## config.mk

```make
export PLATFORM = sky130hd
export DESIGN_NAME = magnetron_sr_bank_flat
export DESIGN_NICKNAME = d
export VERILOG_FILES = /design/src/rtl/magnetron_sr_bank_if.sv /design/src/rtl/magnetron_sr_bank.sv /design/src/flat_wrapper.sv
export SDC_FILE = /design/constraint.sdc
export NUM_CORES = 1
export LEC_CHECK = 0
export ABC_CLOCK_PERIOD_IN_PS = 2470
export CAP_MARGIN = 20
export CORE_MARGIN = 1.5
export CORE_UTILIZATION = 53
export DETAILED_ROUTE_END_ITERATION = 8
export PLACE_DENSITY = 0.82
export SLEW_MARGIN = 25
export SYNTH_ARGS = -nofsm -noshare
export SYNTH_HDL_FRONTEND = slang
export SYNTH_SLANG_ARGS = --single-unit
```

## constraint.sdc

```tcl
create_clock -name clk -period 2.47 [get_ports clk]
set_input_delay 0.494 -clock clk [delete_from_list [all_inputs] [get_ports clk]]
set_output_delay 0.494 -clock clk [all_outputs]
set_load 0.01 [all_outputs]
```

## src/rtl/magnetron_sr_bank_if.sv

```systemverilog
`default_nettype none
// ============================================================================
// magnetron_sr_bank_if : request/state bundle for the magnetron SR bank
// Rev 1.0
// ============================================================================
interface magnetron_sr_bank_if #(
  parameter int CHANNELS = 4
);
  logic [CHANNELS-1:0] s;
  logic [CHANNELS-1:0] r;
  logic                clr;
  logic [CHANNELS-1:0] q;
  logic [CHANNELS-1:0] qn;
  logic [CHANNELS-1:0] changed;
  logic [CHANNELS-1:0] conflict;

  modport master (
    output s, r, clr,
    input  q, qn, changed, conflict
  );

  modport slave (
    input  s, r, clr,
    output q, qn, changed, conflict
  );
endinterface
`default_nettype wire

```

## src/rtl/magnetron_sr_bank.sv

```systemverilog
`default_nettype none
// ============================================================================
// magnetron_sr_bank : debounced multi-channel set/reset register bank
// Rev 1.0
// ============================================================================
module magnetron_sr_bank #(
  parameter int CHANNELS = 4,
  parameter int DEBOUNCE = 3,
  parameter int MODE     = 0
) (
  input  logic               clk,
  input  logic               rst_n,
  magnetron_sr_bank_if.slave bus
);

  localparam int            CW    = $clog2(DEBOUNCE + 1);
  localparam logic [CW-1:0] C_DEB = CW'(DEBOUNCE);
  localparam logic [CW-1:0] C_ONE = CW'(1);

  if ((MODE < 0) || (MODE > 3)) begin : g_bad_mode
    $error("magnetron_sr_bank: MODE must be 0..3");
  end
  if ((DEBOUNCE < 1) || (CHANNELS < 1)) begin : g_bad_size
    $error("magnetron_sr_bank: DEBOUNCE and CHANNELS must be >= 1");
  end

  logic [CHANNELS-1:0][CW-1:0] s_cnt_q, s_cnt_d;
  logic [CHANNELS-1:0][CW-1:0] r_cnt_q, r_cnt_d;
  logic [CHANNELS-1:0]         q_q, q_d;
  logic [CHANNELS-1:0]         changed_q, changed_d;
  logic [CHANNELS-1:0]         conflict_q, conflict_d;
  logic [CHANNELS-1:0]         both_prev_q, both_prev_d;
  logic [CHANNELS-1:0]         sq, rq, both, q_next;

  always_comb begin
    s_cnt_d = s_cnt_q;
    r_cnt_d = r_cnt_q;
    sq      = '0;
    rq      = '0;
    both    = '0;
    q_next  = q_q;
    for (int i = 0; i < CHANNELS; i++) begin
      // Qualification comes only from the registered count, never the raw pin.
      sq[i]   = (s_cnt_q[i] == C_DEB);
      rq[i]   = (r_cnt_q[i] == C_DEB);
      both[i] = sq[i] & rq[i];

      if (!bus.s[i])   s_cnt_d[i] = '0;
      else if (!sq[i]) s_cnt_d[i] = s_cnt_q[i] + C_ONE;
      if (!bus.r[i])   r_cnt_d[i] = '0;
      else if (!rq[i]) r_cnt_d[i] = r_cnt_q[i] + C_ONE;

      if (sq[i] && !rq[i]) begin
        q_next[i] = 1'b1;
      end else if (rq[i] && !sq[i]) begin
        q_next[i] = 1'b0;
      end else if (both[i]) begin
        case (MODE)
          0:       q_next[i] = 1'b0;
          1:       q_next[i] = 1'b1;
          3:       if (!both_prev_q[i]) q_next[i] = ~q_q[i];
          default: q_next[i] = q_q[i];
        endcase
      end
    end

    if (bus.clr) begin
      // Clear wins over everything; changed flags only channels that were set.
      q_d         = '0;
      s_cnt_d     = '0;
      r_cnt_d     = '0;
      both_prev_d = '0;
      conflict_d  = '0;
      changed_d   = q_q;
    end else begin
      q_d         = q_next;
      both_prev_d = both;
      conflict_d  = both & ~both_prev_q;
      changed_d   = q_next ^ q_q;
    end
  end

  always_ff @(posedge clk or negedge rst_n) begin
    if (!rst_n) begin
      s_cnt_q     <= '0;
      r_cnt_q     <= '0;
      q_q         <= '0;
      changed_q   <= '0;
      conflict_q  <= '0;
      both_prev_q <= '0;
    end else begin
      s_cnt_q     <= s_cnt_d;
      r_cnt_q     <= r_cnt_d;
      q_q         <= q_d;
      changed_q   <= changed_d;
      conflict_q  <= conflict_d;
      both_prev_q <= both_prev_d;
    end
  end

  assign bus.q        = q_q;
  assign bus.qn       = ~q_q;
  assign bus.changed  = changed_q;
  assign bus.conflict = conflict_q;

endmodule
`default_nettype wire

```

## src/flat_wrapper.sv

```systemverilog
// flat-port wrapper written by rule: the top's interface ports become plain ports
module magnetron_sr_bank_flat 
#(
  parameter int CHANNELS = 4,
  parameter int DEBOUNCE = 3,
  parameter int MODE     = 0
)
  (clk, rst_n, bus_s, bus_r, bus_clr, bus_q, bus_qn, bus_changed, bus_conflict);
  magnetron_sr_bank_if #(.CHANNELS(CHANNELS)) bus_i ();
  input  logic clk;
  input  logic rst_n;
  input wire logic [$bits(bus_i.s)-1:0] bus_s;
  input wire logic [$bits(bus_i.r)-1:0] bus_r;
  input wire logic [$bits(bus_i.clr)-1:0] bus_clr;
  output wire logic [$bits(bus_i.q)-1:0] bus_q;
  output wire logic [$bits(bus_i.qn)-1:0] bus_qn;
  output wire logic [$bits(bus_i.changed)-1:0] bus_changed;
  output wire logic [$bits(bus_i.conflict)-1:0] bus_conflict;
  assign bus_i.s = bus_s;
  assign bus_i.r = bus_r;
  assign bus_i.clr = bus_clr;
  assign bus_q = bus_i.q;
  assign bus_qn = bus_i.qn;
  assign bus_changed = bus_i.changed;
  assign bus_conflict = bus_i.conflict;
  magnetron_sr_bank #(.CHANNELS(CHANNELS), .DEBOUNCE(DEBOUNCE), .MODE(MODE)) u_core (.clk(clk), .rst_n(rst_n), .bus(bus_i));
endmodule
```

# Word-level counts from Yosys, hierarchy flattened
# Cells that the tools add are included.
# word_totals
register_bits	32
inputBits	11
output_inout_bits	16
word_cells	94
# op_classes
n_addsub	8
n_eq_ne	16
mux	34
bitwise	8
n_reduce_logical	16
# ops
cell	count
2-to-1 mux 2 bit	16
!= test 3 bit (second input constant)	8
adder 2 x 1 -> 2 bit (second input constant)	8
equality test 2 bit (second input constant)	8
2-to-1 mux 4 bit	4
2-to-1 mux 8 bit	2
2-to-1 mux 1 bit	12
logical AND 1 bit	8
logical NOT 1 bit	8
NOT 4 bit	2
bitwise AND 1 bit	4
bitwise AND 4 bit	1
bitwise XOR 4 bit	1

# Longest topological paths before layout
# Gate-level depths: netlist of the first run.
# depth
ltp_word	7
depth_mapped	3
ltp_nobuf	3

# Worst setup path after synthesis of the first run
# Ideal clock, no wire load.
# synth_timing
path_type	reg-to-reg
start	reg u_core.r_cnt_q[6] (netlist name)
end	reg u_core.changed_q[3] (netlist: u_core.bus.changed[3])
setup_ns	0.066
t_arrival_ns	1.200
required_time_ns	2.404
slack_ns	1.204
path_stages_with_launch	4
n_path_buf	0
period_less_slack_ns	1.266
path_cell_list	dfrtp_1 ha_1 or4b_1 nand2_1
# synth_between
elab_chain_cells	7
word_cells_on_any_way	10
cone_classes	eq/ne (1); mux (4); bitwise (2); reduce/logical (3)
# synth_lines
element	line_no	source
start: declaration	magnetron_sr_bank.sv:28	logic [CHANNELS-1:0][CW-1:0] r_cnt_q, r_cnt_d;
start signal: assignment	magnetron_sr_bank.sv:93	r_cnt_q <= r_cnt_d;
equality test 2 bit (*)	magnetron_sr_bank.sv:45	rq[i] = (r_cnt_q[i] == C_DEB);
bitwise AND 1 bit	magnetron_sr_bank.sv:46	both[i] = sq[i] & rq[i];
2-to-1 mux 1 bit	magnetron_sr_bank.sv:57	end else if (both[i]) begin
2-to-1 mux 1 bit	magnetron_sr_bank.sv:55	end else if (rq[i] && !sq[i]) begin
2-to-1 mux 1 bit (*)	magnetron_sr_bank.sv:53	if (sq[i] && !rq[i]) begin
bitwise XOR 4 bit (*)	magnetron_sr_bank.sv:79	changed_d = q_next ^ q_q;
2-to-1 mux 4 bit (*)	magnetron_sr_bank.sv:67	if (bus.clr) begin
named net u_core.changed_d[3]	magnetron_sr_bank.sv:30	logic [CHANNELS-1:0] changed_q, changed_d;
end signal: assignment	magnetron_sr_bank.sv:95	changed_q <= changed_d;
end: declaration	magnetron_sr_bank.sv:30	
# The timed path passes the listed nets; every way through them passes the cells marked *.
# A chain may end at the register's enable or synchronous reset.

# Final worst setup path of the first run
# layout_timing
start	reg u_core.q_q[2] (netlist: u_core.bus.q[2])
end	out bus_qn[2]
# layout_between
elab_chain_cells	1
# layout_lines
element	line_no	source
start: declaration	magnetron_sr_bank.sv:29	logic [CHANNELS-1:0] q_q, q_d;
start signal: assignment	magnetron_sr_bank.sv:94	q_q <= q_d;
NOT 4 bit	magnetron_sr_bank.sv:102	assign bus.qn = ~q_q;
end: declaration	flat_wrapper.sv:16	output wire logic [$bits(bus_i.qn)-1:0] bus_qn;
# Every way passes these cells.

==> results.py, run 1 <==
metrics = {
    "synth": {
        "synthDominantCellAreaShare": 0.594,
        "syn-instance-count": 117,
        "postSynthAreaPerCell_sq_um": 11.5,
        "synth-seq-area-share": 0.594,
        "netlist_area_before_placement_sq_um": 1350,
        "synth.ff_latch_count": 32,
        "synth_async_sr_flop_share": 1.00,
        "synthDistinctLibCells": 14,
        "post_synth_main_area_contributors": "sky130_fd_sc_hd__dfrtp_1 59%, sky130_fd_sc_hd__ha_1 7.4%, sky130_fd_sc_hd__nor2_1 6.4%, sky130_fd_sc_hd__mux2i_1 5.9%, sky130_fd_sc_hd__xor2_1 5.2%",
        "synth.yosys.warnings": 0,
        "post-synth-top-count-cell": "sky130_fd_sc_hd__dfrtp_1",
        "synth-edff-count": 0,
        "synthesis.nets": 136,
        "synth.top_cells.by_count": "32 x sky130_fd_sc_hd__dfrtp_1, 23 x sky130_fd_sc_hd__nor2_1",
        "synth_largest_area_cell": "sky130_fd_sc_hd__dfrtp_1",
        "postSynth.topFlopCell": "sky130_fd_sc_hd__dfrtp_1",
    },
    "clocking": {
        "cts_htree_levels": 2,
        "clock_tree.buffer_depth": 2,
        "cts_made_buffers": 5,
        "cts_hold_repair.buffers": 0,
        "clockRootBuffer": "sky130_fd_sc_hd__clkbuf_4",
        "ctsResizeCount": 0,
        "post-cts-setup-buffer-count": 0,
        "cts.sinks": 32,
        "cts.clk_slew.worst_paths_ns": 0.09,
        "insertion_delay_ns": 0.31,
        "tritoncts": "built",
    },
    "sta": {
        "clock.fmax_mhz": 546,
        "worst-slew-pin-transition_ns": 0.538,
        "finalWorstPathRequiredPeriod_ns": 1.83,
        "final-hold-violation-count": 0,
        "setup_repair_after_global_routing_missed_its_margin": "false",
        "setup_viol_count_final": 0,
        "slew_headroom": 0.640,
        "fin_crit_sh": 0.741,
        "finalClockSkew_ns": 0.00892,
        "report.final.slew_viol_count": 0,
        "setup-tns-final_ns": 0,
    },
    "floorplan": {
        "die-area_sq_um": 2860,
        "initial_utilization": 0.555,
        "num_rows": 18,
        "boundaryPins": 27,
        "core_region_area_sq_um": 2430,
        "die_h_um": 53.4,
        "die_w_um": 53.4,
    },
    "power": {
        "pwr_density_cell_nw_per_um2": 536,
        "combPwrFrac": 0.087,
        "switching_share": 0.220,
        "power.share.clock": 0.319,
        "net-switching-power_uw": 202,
        "internal_cell_power_uw": 719,
        "p_leak_nw": 0.855,
        "power_frac_seq": 0.594,
        "peakVddDrop_mv": 0.427,
    },
    "placed_design": {
        "placed_instance_area_sq_um": 1660,
        "io_buffer_count": 26,
        "dp_hpwl_um": 1650,
        "finalWeightedCongestion": 0.699,
    },
    "critical_path": {
        "critical_path_sink_type": "output pin",
        "required_ns": 1.98,
        "worstSetupPathType": "register to output pin",
        "worstPathArrival_ns": 1.34,
        "critical_path.startpoint_type": "register",
        "reg2reg_to": "u_core.bus.changed[2]",
        "timing.reg2reg.worst_path_depth": 3,
        "r2r_setup_slack_ns": 1.11,
        "rr_startpoint": "u_core.r_cnt_q[4]",
        "crit_fanout": 5,
    },
    "drt": {
        "detail_route.wl_per_cell_um": 12.4,
        "post-route-drc-count": 0,
        "drt-initial-drc-count": 14,
        "firstDrtPassIters": 4,
        "routed-via-count": 900,
        "wl_um": 2260,
        "antenna_violating_nets_post_route": 0,
        "viasPerCell": 4.95,
    },
    "worst_hold_path": {
        "timing.hold.worst.start": "u_core.both_prev_q[3]",
        "hold_path_end": "u_core.bus.conflict[3]",
        "hold_path.class": "register to register",
        "hold_path_depth": 1,
    },
    "outcome": {
        "run_status": "finished, final reports clean",
    },
    "job": {
        "timing.max_cap.violations": 0,
    },
    "final_layout": {
        "syn_to_final_growth_pct": 27.4,
        "fraction_of_layout_instances_using_a_drive_strength_above_1": 0.0592,
        "ant_diodes": 0,
        "design_area_sq_um": 1720,
        "net_count_of_the_finished_layout": 170,
        "number_of_inserted_filler_cells_in_the_final_layout": 178,
    },
    "global_routing": {
        "global_route_wire_length_before_repair_um": 3750,
        "grt_antenna_before_repair": 0,
        "globalRouteOverflowTotal": 0,
        "grt_util_all_layers": 0.189,
        "grt_start_max_net_pins": 33,
        "via_count_of_the_first_global_routing_pass": 931,
    },
}
-- cells by family (layout without fill, tap and decap cells) --
kind of cell | count (synthesis) | after routing | share of synthesized area
flip-flops | 32 | 32 | 0.594
buffers and inverters | 6 | 41 | 0.0185
adder cells (fa/ha/maj) | 8 | 8 | 0.0742
AO/OA/AOI/OAI | 4 | 4 | 0.0148
AND/OR/NAND/NOR | 51 | 51 | 0.187
XOR/XNOR | 8 | 8 | 0.0520
multiplexers | 8 | 8 | 0.0594
-- layer usage --
| layer | up-vias | track usage | share of wire |
|---|---|---|---|
| li1 | 453 | - | - |
| met5 | - | 0 | 0 |
| met3 | 2 | 0.0678 | 0.050 |
| met2 | 23 | 0.323 | 0.52 |
| met4 | 0 | 0.0769 | 0.0075 |
| met1 | 422 | 0.212 | 0.42 |
-- sequential cells by signal (all words and copies together) (netlist names) --
name                 flops
u_core.r_cnt_q           8
u_core.s_cnt_q           8
u_core.both_prev_q       4
u_core.bus.changed       4
u_core.bus.conflict      4
u_core.bus.q             4
-- power groups by stage --
| stage | combinational, mW | sequential [mW] | clock, mW |
|---|---|---|---|
| floorplan | 0.0370 | 0.556 | 0 |
| global placement | 0.0754 | 0.556 | 0 |
| detailed placement | 0.0807 | 0.558 | 0 |
| CTS | 0.0814 | 0.547 | 0.310 |
| global route | 0.0914 | 0.549 | 0.331 |
| finish | 0.0797 | 0.547 | 0.294 |
-- cell type report --
class	instances	area (sq um)	share of cell area
inverter	4	15.0	0.00874
multi-input combinational	79	523	0.304
tap	30	37.5	0.0218
clock buffer	8	58.8	0.0342
timing repair buffer	29	283	0.165
sequential	32	801	0.466
-- per-stage QoR --
step	hold WS (ns)	worst slack, ns	instances	utilization	power (mW)
final	0.403	0.639	182	0.706	0.921
after global placement	0.388	0.575	174	0.682	0.631
after floorplan	0.198	1.20	117	-	0.593
after CTS	0.409	0.624	182	0.706	0.939
after global routing	0.422	0.577	182	0.706	0.971
after detailed placement	0.394	0.525	174	0.682	0.638
-- how the worst max path moves through the flow --
| stage | start | cells after the start | to | slack (ns) |
|---|---|---|---|---|
| floorplan | u_core.r_cnt_q[6] | 3 | u_core.bus.changed[3] | 1.20 |
| global placement | bus_clr | 3 | u_core.bus.changed[1] | 0.57 |
| detailed placement | bus_clr | 3 | u_core.bus.changed[3] | 0.52 |
| CTS | u_core.bus.q[2] | 2 | bus_qn[2] | 0.62 |
| global route | u_core.bus.q[2] | 2 | bus_qn[2] | 0.58 |
| finish | u_core.bus.q[2] | 2 | bus_qn[2] | 0.64 |
-- worst max-delay path: stages, from the launching register on --
cell and delay [ns]:
sky130_fd_sc_hd__dfrtp_1 0.44, sky130_fd_sc_hd__inv_1 0.08, sky130_fd_sc_hd__clkdlybuf4s50_1 0.52
-- cell usage in the layout, fill, tap and decap left out --
master                            Yosys  final
sky130_fd_sc_hd__xor2_1               8      8
sky130_fd_sc_hd__nor3_1               7      7
sky130_fd_sc_hd__dfrtp_1             32     32
sky130_fd_sc_hd__nor2_1              23     23
sky130_fd_sc_hd__buf_4                0      3
sky130_fd_sc_hd__inv_1                4      4
sky130_fd_sc_hd__and3b_1              1      1
sky130_fd_sc_hd__ha_1                 8      8
sky130_fd_sc_hd__clkdlybuf4s50_1      0     26
sky130_fd_sc_hd__nand2_1              7      7
sky130_fd_sc_hd__or4b_1               4      4
sky130_fd_sc_hd__nor2b_1              1      1
sky130_fd_sc_hd__clkbuf_1             0      2
sky130_fd_sc_hd__o21ai_0              4      4
sky130_fd_sc_hd__mux2i_1              8      8
sky130_fd_sc_hd__clkbuf_4             0      5
sky130_fd_sc_hd__clkbuf_8             0      1
sky130_fd_sc_hd__nand2b_1             8      8
Note: power is estimated with default switching activity, not from simulation.
==> run 2, diff against run 1 <==
--- a/config.mk
+++ b/config.mk
@@ -5,12 +5,12 @@
 export SDC_FILE = /design/constraint.sdc
 export NUM_CORES = 1
 export LEC_CHECK = 0
-export ABC_CLOCK_PERIOD_IN_PS = 2470
+export ABC_CLOCK_PERIOD_IN_PS = 1650
 export CAP_MARGIN = 20
 export CORE_MARGIN = 1.5
-export CORE_UTILIZATION = 53
+export CORE_UTILIZATION = 45
 export DETAILED_ROUTE_END_ITERATION = 8
-export PLACE_DENSITY = 0.82
+export PLACE_DENSITY = 0.74
 export SLEW_MARGIN = 25
 export SYNTH_ARGS = -nofsm -noshare
 export SYNTH_HDL_FRONTEND = slang
==> constraint.sdc (replaced) <==
create_clock -name clk -period 1.65 [get_ports clk]
set_input_delay 0.33 -clock clk [delete_from_list [all_inputs] [get_ports clk]]
set_output_delay 0.33 -clock clk [all_outputs]
set_load 0.01 [all_outputs]
==> results.py, run 2 (synthesized netlist as in run 1, its figures left out) <==
metrics = {
    "placed_design": {
        "dp_hpwl_um": 1520,
        "place_worst_setup_slack_ns": 0.0917,
        "placed_instance_area_sq_um": 1670,
        "finalWeightedCongestion": 0.663,
        "io_buffer_count": 26,
        "placed_cells": 176,
    },
    "drt": {
        "antenna_violating_nets_post_route": 0,
        "drt-initial-drc-count": 32,
        "viasPerCell": 4.95,
        "post-route-drc-count": 3,
        "routed-via-count": 931,
        "firstDrtPassIters": 8,
        "detail_route.wl_per_cell_um": 11.6,
        "wl_um": 2180,
    },
    "power": {
        "pwr_density_cell_nw_per_um2": 791,
        "peakVddDrop_mv": 0.431,
        "p_leak_nw": 0.931,
    },
    "clocking": {
        "cts.clk_slew.worst_paths_ns": 0.09,
        "cts_htree_levels": 2,
        "clockRootBuffer": "sky130_fd_sc_hd__clkbuf_4",
        "cts.sinks": 32,
        "insertion_delay_ns": 0.32,
        "clock_tree.buffer_depth": 2,
        "tritoncts": "built",
        "cts_made_buffers": 5,
    },
    "sta": {
        "finalClockSkew_ns": 0.00417,
        "setup-tns-final_ns": 0,
        "clock.fmax_mhz": 640,
        "report.final.slew_viol_count": 0,
        "worst-slew-pin-transition_ns": 0.389,
        "setup_ws_ns": 0.0881,
        "finalWorstPathRequiredPeriod_ns": 1.56,
        "slew_headroom": 0.741,
        "setup_viol_count_final": 0,
        "fin_crit_sh": 0.947,
        "final-hold-violation-count": 0,
        "setup_repair_after_global_routing_missed_its_margin": "false",
    },
    "floorplan": {
        "die_h_um": 57.7,
        "num_rows": 19,
        "core_region_area_sq_um": 2810,
        "initial_utilization": 0.481,
        "die_w_um": 57.7,
        "die-area_sq_um": 3330,
        "boundaryPins": 27,
    },
    "final_layout": {
        "syn_to_final_growth_pct": 30.7,
        "reg_top3": "u_core.r_cnt_q: 8 flops, u_core.s_cnt_q: 8 flops",
        "fin_cells": 188,
        "fraction_of_layout_instances_using_a_drive_strength_above_1": 0.0892,
        "layout.core_utilization": 0.628,
        "layout.cells.most_common_list": "32 x sky130_fd_sc_hd__dfrtp_1, 23 x sky130_fd_sc_hd__nor2_1, 19 x sky130_fd_sc_hd__clkdlybuf4s50_1",
        "ant_diodes": 0,
        "number_of_inserted_filler_cells_in_the_final_layout": 232,
        "layout.cells.most_common": "sky130_fd_sc_hd__dfrtp_1",
        "design_area_sq_um": 1760,
        "net_count_of_the_finished_layout": 175,
    },
    "critical_path": {
        "worstSetupPathType": "register to output pin",
        "timing.critical_path.slowest_stage_cell": "sky130_fd_sc_hd__clkdlybuf4s50_1",
        "critical_path.startpoint_type": "register",
        "crit_chain": "clkdlybuf4s50_1",
        "worst_path_largest_cell_delay_ns": 0.54,
        "critPathBufInv": 1,
        "critical_path_sink_type": "output pin",
        "worstPathArrival_ns": 1.23,
        "critical-path-top-delay-family": "buffers and inverters",
        "required_ns": 1.32,
        "crit_fanout": 3,
    },
    "global_routing": {
        "global_route_wire_length_before_repair_um": 3800,
        "globalRouteOverflowTotal": 0,
        "via_count_of_the_first_global_routing_pass": 950,
        "grt_antenna_before_repair": 0,
        "grt_util_all_layers": 0.154,
        "grt_start_max_net_pins": 33,
    },
    "outcome": {
        "failed_checks": "DRC",
        "run_status": "finished, violations left",
    },
    "worst_hold_path": {
        "hold_path.class": "input pin to async pin",
    },
    "job": {
        "timing.max_cap.violations": 0,
    },
}
## run 2: cell types whose count changed in the layout (fill, tap and decap cells not counted)
cell	before	now
sky130_fd_sc_hd__buf_4	3	8
sky130_fd_sc_hd__clkdlybuf4s50_1	26	19
sky130_fd_sc_hd__dlygate4sd2_1	0	3
sky130_fd_sc_hd__dlymetal6s2s_1	0	4
## run 2: layer usage
metal | GRT usage | share of wire
met1 | 0.155 | 0.41
met2 | 0.273 | 0.50
met3 | 0.0714 | 0.083
met4 | 0.0631 | 0.0064
met5 | 0 | 0
## run 2: path summary, 6_finish.rpt
kind | depth (start not counted) | start | slack, ns | endpoint
setup / recovery | 1 | u_core.bus.q[3] | 0.09 | bus_q[3]
hold / removal | 2 | rst_n | 0.38 | u_core.both_prev_q[3]
setup reg to reg | 3 | u_core.r_cnt_q[2] | 0.31 | u_core.bus.changed[1]
hold reg to reg | 1 | u_core.both_prev_q[1] | 0.40 | u_core.bus.conflict[1]
max in group asynchronous | 2 | rst_n | 0.98 | u_core.s_cnt_q[3]
min in group clk | 1 | u_core.both_prev_q[1] | 0.40 | u_core.bus.conflict[1]
## run 2: repair_timing
| action | 4_1_cts | 5_1_grt |
|---|---|---|
| setup endpoints to repair | 5 | 4 |
| gates resized for setup | 3 | 4 |
| setup buffers | 4 | 0 |
| hold buffers | 0 | 0 |
| gates cloned | 0 | 0 |
## run 2: where the power goes
group	internal (mW)	switching, mW	total (mW)	leakage, nW
clock network	0.210	0.247	0.457	0.0326
registers	0.804	0.0133	0.818	0.438
logic	0.0626	0.0575	0.120	0.460
total	1.08	0.318	1.40	0.931
## run 2: area by class of cell
class | count | area, sq um | area share
clock buffer | 8 | 58.8 | 0.0334
inverter | 4 | 15.0 | 0.00852
multi-input combinational | 79 | 523 | 0.297
sequential | 32 | 801 | 0.454
tap | 31 | 38.8 | 0.0220
timing repair buffer | 34 | 327 | 0.185
## run 2: stage by stage
stage | hold slack [ns] | power (mW)
3_5_place_dp | 0.391 | 0.955
6_report | 0.385 | 1.40
5_1_grt | 0.398 | 1.48
4_1_cts | 0.390 | 1.42
2_1_floorplan | 0.0344 | 0.888
3_3_place_gp | 0.386 | 0.948
